### config.mk
export PLATFORM = sky130hd
export DESIGN_NAME = uart_port_mux
export DESIGN_NICKNAME = d
export VERILOG_FILES = /design/src/rtl/uart_mux_pkg.sv /design/src/rtl/uart_port_mux_sync_bit.sv /design/src/rtl/uart_port_mux.sv
export SDC_FILE = /design/constraint.sdc
export NUM_CORES = 1
export LEC_CHECK = 0
export CAP_MARGIN = 5
export CORE_UTILIZATION = 55
export DETAILED_ROUTE_END_ITERATION = 10
export PLACE_DENSITY = 0.73
export SLEW_MARGIN = 20
export SYNTH_ARGS = -nofsm -noshare
export SYNTH_HDL_FRONTEND = slang
export SYNTH_HIERARCHICAL = 1
export SYNTH_SLANG_ARGS = --single-unit
### constraint.sdc
create_clock -name clk -period 2.6 [get_ports clk]
set_clock_uncertainty 0.15 [all_clocks]
set_input_delay 0.52 -clock clk [delete_from_list [all_inputs] [get_ports clk]]
set_output_delay 0.52 -clock clk [all_outputs]
set_load 0.005 [all_outputs]
### src/rtl/uart_mux_pkg.sv
// Shared types and defaults for the serial-port router.
package uart_mux_pkg;

    typedef enum logic [1:0] {
        ACTIVE = 2'd0,
        DRAIN  = 2'd1,
        SWITCH = 2'd2
    } mux_state_t;

    // Roughly one 10-bit character at 115200 baud from a 29.4 MHz clock.
    localparam int DEF_IDLE_CYCLES  = 2560;
    localparam int DEF_GUARD_CYCLES = 256;

    // A select value is only usable if it names an existing port.
    function automatic logic sel_valid(input int sel, input int n);
        return (sel >= 0) && (sel < n);
    endfunction

endpackage

### src/rtl/uart_port_mux_sync_bit.sv
// Multi-stage synchroniser for one asynchronous receive line; idles at mark (1).
module sync_bit #(
    parameter int SYNC_STAGES = 2
) (
    input  logic clk,
    input  logic reset,
    input  logic d_i,
    output logic q_o
);

    logic [SYNC_STAGES-1:0] stage_q;

    // Shift the asynchronous input through the flop chain.
    always_ff @(posedge clk) begin
        // NOTE: non-blocking assignments let every stage sample the previous
        // stage's old value, which is what makes this a chain and not a wire.
        if (reset) stage_q <= '1;
        else       stage_q <= {stage_q[SYNC_STAGES-2:0], d_i};
    end

    assign q_o = stage_q[SYNC_STAGES-1];

endmodule

### src/rtl/uart_port_mux.sv
// Routes the terminal core's UART to one of N_PORTS serial ports. A select
// change waits for a full idle character time, then holds every line at mark
// for a guard interval, so no character is ever truncated or spliced.
module uart_port_mux
    import uart_mux_pkg::*;
#(
    parameter int  N_PORTS      = 2,
    parameter int  RESET_SEL    = 0,
    parameter int  IDLE_CYCLES  = DEF_IDLE_CYCLES,
    parameter int  GUARD_CYCLES = DEF_GUARD_CYCLES,
    parameter int  SYNC_STAGES  = 2,
    localparam int SEL_W        = $clog2(N_PORTS)
) (
    input  logic               clk,
    input  logic               reset,
    input  logic [SEL_W-1:0]   sel_req,
    input  logic               core_tx,
    output logic               core_rx,
    input  logic [N_PORTS-1:0] port_rx,
    output logic [N_PORTS-1:0] port_tx,
    output logic [SEL_W-1:0]   sel_cur,
    output logic               switching
);

    localparam int                IDLE_W     = $clog2(IDLE_CYCLES + 1);
    localparam int                GUARD_W    = $clog2(GUARD_CYCLES + 1);
    localparam logic [IDLE_W-1:0]  IDLE_MAX   = IDLE_W'(IDLE_CYCLES);
    localparam logic [GUARD_W-1:0] GUARD_LAST = GUARD_W'(GUARD_CYCLES - 1);
    localparam logic [SEL_W-1:0]   SEL_RST    = SEL_W'(RESET_SEL);

    logic [N_PORTS-1:0] rxs;

    mux_state_t         state_q,     state_d;
    logic [SEL_W-1:0]   sel_cur_q,   sel_cur_d;
    logic [SEL_W-1:0]   target_q,    target_d;
    logic [IDLE_W-1:0]  idle_q,      idle_d;
    logic [GUARD_W-1:0] guard_q,     guard_d;
    logic [N_PORTS-1:0] port_tx_q,   port_tx_d;
    logic               core_rx_q,   core_rx_d;
    logic               switching_q;
    logic               req_ok;

    for (genvar i = 0; i < N_PORTS; i++) begin : g_sync
        sync_bit #(.SYNC_STAGES(SYNC_STAGES)) u_sync (
            .clk   (clk),
            .reset (reset),
            .d_i   (port_rx[i]),
            .q_o   (rxs[i])
        );
    end

    assign req_ok = sel_valid(int'(sel_req), N_PORTS);

    // Next state, select and counters.
    always_comb begin
        // NOTE: every variable gets a default here, so no path leaves one
        // unassigned and no latch is inferred.
        state_d   = state_q;
        sel_cur_d = sel_cur_q;
        target_d  = target_q;
        guard_d   = guard_q;
        idle_d    = '0;

        // Idle time on the connected pair; a 0 on either line restarts it.
        if (state_q != SWITCH && core_tx && rxs[sel_cur_q])
            idle_d = (idle_q == IDLE_MAX) ? idle_q : idle_q + 1'b1;

        unique case (state_q)
            ACTIVE: begin
                if (req_ok && sel_req != sel_cur_q) begin
                    target_d = sel_req;
                    state_d  = DRAIN;
                end
            end
            DRAIN: begin
                if (req_ok) target_d = sel_req;
                if (sel_req == sel_cur_q) begin
                    state_d = ACTIVE;
                end else if (idle_q == IDLE_MAX) begin
                    state_d   = SWITCH;
                    sel_cur_d = target_d;
                    guard_d   = '0;
                end
            end
            SWITCH: begin
                guard_d = guard_q + 1'b1;
                if (guard_q == GUARD_LAST) state_d = ACTIVE;
            end
            default: state_d = ACTIVE;
        endcase
    end

    // Registered datapath: connect the selected pair, park the rest at mark.
    always_comb begin
        port_tx_d = '1;
        core_rx_d = 1'b1;
        if (state_q != SWITCH) begin
            port_tx_d[sel_cur_q] = core_tx;
            core_rx_d            = rxs[sel_cur_q];
        end
    end

    // State and output registers with synchronous reset.
    always_ff @(posedge clk) begin
        if (reset) begin
            state_q     <= ACTIVE;
            sel_cur_q   <= SEL_RST;
            target_q    <= SEL_RST;
            idle_q      <= '0;
            guard_q     <= '0;
            port_tx_q   <= '1;
            core_rx_q   <= 1'b1;
            switching_q <= 1'b0;
        end else begin
            state_q     <= state_d;
            sel_cur_q   <= sel_cur_d;
            target_q    <= target_d;
            idle_q      <= idle_d;
            guard_q     <= guard_d;
            port_tx_q   <= port_tx_d;
            core_rx_q   <= core_rx_d;
            switching_q <= (state_d != ACTIVE);
        end
    end

    assign port_tx   = port_tx_q;
    assign core_rx   = core_rx_q;
    assign sel_cur   = sel_cur_q;
    assign switching = switching_q;

endmodule

==> out/results.ini <==
[logic_synthesis]
yosysTopAreaCell = dfxtp_1
yosysWarnings = 6
synth_commonest_cells = 32 x dfxtp_1, 12 x nand2_1, 12 x nor2_1
synth_area_leaders = dfxtp_1 41%, ha_1 6.5%, xor2_1 4.0%
ys.flop_type = dfxtp_1
postSynth.asyncResetShare = 0
syn_nets = 186
avgSynthCellArea_sq_um = 8.99
yosys.cell_count.top_type = dfxtp_1
synth-edff-count = 0
synth.distinct_cells = 40
synth_cells = 172
synth_top_area_frac = 0.414
ys_ff_latch = 32
netlist_area_sq_um = 1550
ys_seq_area_frac = 0.414

[outcome]
status = finished clean

[floorplanning]
initial_core_util = 0.602
row_count = 18
core_sq_um = 2570
chipHeight_um = 55.0
die_x_um = 55.0
io_pins = 11
dieArea_sq_um = 3030

[timing]
timing.final.ws_setup_ns = 0.304
setup_viol = 0
post-route-period-util = 0.883
fin_crit_ns = 2.30
worst_pin_slew_ns = 0.426
rsz0062_at_grt = no
relSlewSlack = 0.716
fin_tns_setup_ns = 0
drv_slew = 0
hold_viol_final = 0
fmax_mhz = 435
hold_slack_ns = 0.264

[grt]
grtUsageTotal = 0.235
grt_max_degree = 14
grt_pass1_vias = 1124
overflow = 0
antenna_found_initial = 0
grt_pass1_wl_mm = 4.93

[detailed_routing]
antenna_left = 0
drt_iter0_markers = 33
firstDrtPassIters = 4
viasPerCell = 5.90
drt_wl_total_mm = 3.13
wl_per_cell_um = 14.2
drc = 0
num_vias = 1298

[clock_network]
clock_latency_ns = 0.33
cts_tree = yes
clockRootBuffer = clkbuf_4
cts_buffers = 5
cts_buffer_depth = 2
h-tree-depth = 2
post_cts_buffers = 0
hold_buffers = 0
cts.sinks = 32
clk_pin_slew_worst_paths_ns = 0.10
cts_resized = 0

[worst_hold_path]
hold_class = flop to flop

[job]
cap_violations = 0

[power]
p_switching_mw = 0.221
sw_frac_of_total = 0.218
power_mw = 1.02
peakVddDrop_v = 0.000679
pwr-share-seq = 0.496
power_density_nw_per_um2 = 566
power_frac_comb = 0.086
power_frac_clock = 0.418
intPower_mw = 0.794
p_leak_nw = 0.647

[placed_design]
gp_congestion = 0.812
io_buffers = 10
pre_cts_ws_ns = 0.252
dp_hpwl_mm = 2.21

[worst_setup_path]
endpoint_kind = flop
crit_arrival_ns = 2.42
worstSetupPathType = flop to flop
startpoint_type = flop
rrSetupSlack_ns = 0.30
crit_fanout = 10
cp.required_ns = 2.72

[layout]
area_delta_synth_final_pct = 16.0
final-seq-area_sq_um = 641
nFillCells = 205
layout.nets = 203
multi_input_area_sq_um = 846
drive_above_1_share = 0.100
antenna_cells = 0

critical path, stage by stage, from the launching register on:
cell     delay (ns)
dfxtp_1        0.35
inv_1          0.11
ha_1           0.17
or4b_1         0.53
o41ai_4        0.22
buf_4          0.21
and3_1         0.29
a41o_1         0.21
per-stage QoR:
step | cells | util | cell area, sq um
after global placement | 212 | 0.662 | 1700
after floorplan | 172 | - | 1550
after CTS | 220 | 0.699 | 1790
final | 220 | 0.699 | 1790
after global routing | 220 | 0.699 | 1790
after detailed placement | 212 | 0.662 | 1700
layout make-up:
cell class              count  share of cell area
clock buffers               7              0.0363
clock inverters             1              0.0167
inverters                  10              0.0209
multi-input cells         125               0.471
flip-flops and latches     32               0.357
well taps                  30              0.0209
repair buffers             15              0.0767
logic make-up after synthesis:
logic type	synth area share
DFF	0.414
adders and majority gates	0.0647
and+or+nand+nor	0.269
AOI/OAI and AO/OA	0.150
buffers and inverters	0.0388
xor gates and xnor gates	0.0566
muxes	0.00728
routing by layer:
layer	GRT usage	vias to the layer above	wire length, um
met5	0	-	0
met4	0.0750	0	38
met3	0.0738	6	123
met2	0.414	32	1590
met1	0.267	605	1380
li1	-	655	-
power groups by stage:
stage / combinational (mW) / sequential [mW] / clock, mW
floorplan: 0.0526 / 0.515 / 0
global route: 0.0956 / 0.505 / 0.455
detailed placement: 0.0851 / 0.515 / 0
finish: 0.0868 / 0.504 / 0.425
global placement: 0.0826 / 0.515 / 0
CTS: 0.0864 / 0.504 / 0.430
path summary, 6_finish.rpt:
path,endpoint,cells after the start,startpoint
hold reg to reg,g_sync[0].u_sync/stage_q[1],1,g_sync[0].u_sync/stage_q[0]
hold / removal,g_sync[0].u_sync/stage_q[1],1,g_sync[0].u_sync/stage_q[0]
setup reg to reg,guard_q[2],7,idle_q[0]
setup / recovery,guard_q[2],7,idle_q[0]
layout by cell type, fill, tap and decap left out, types with 4 or more instances in the layout:
master,instances
a21oi_1,10
a32o_1,5
buf_4,5
clkbuf_4,5
clkdlybuf4s50_1,10
dfxtp_1,32
ha_1,8
inv_1,10
nand2_1,12
nand3_1,11
nand4_1,4
nor2_1,12
nor3_1,7
nor4_1,4
o21ai_0,7
or2_1,4
xor2_1,7
sequential cells by signal (all words and copies together) (netlist names):
register,cells
port_tx,2
idle_q,12
switching,1
sel_cur,1
state_q,2
core_rx,1
g_sync.u_sync/stage_q,4
guard_q,9
No activity file was read; power rests on OpenSTA's default activity.
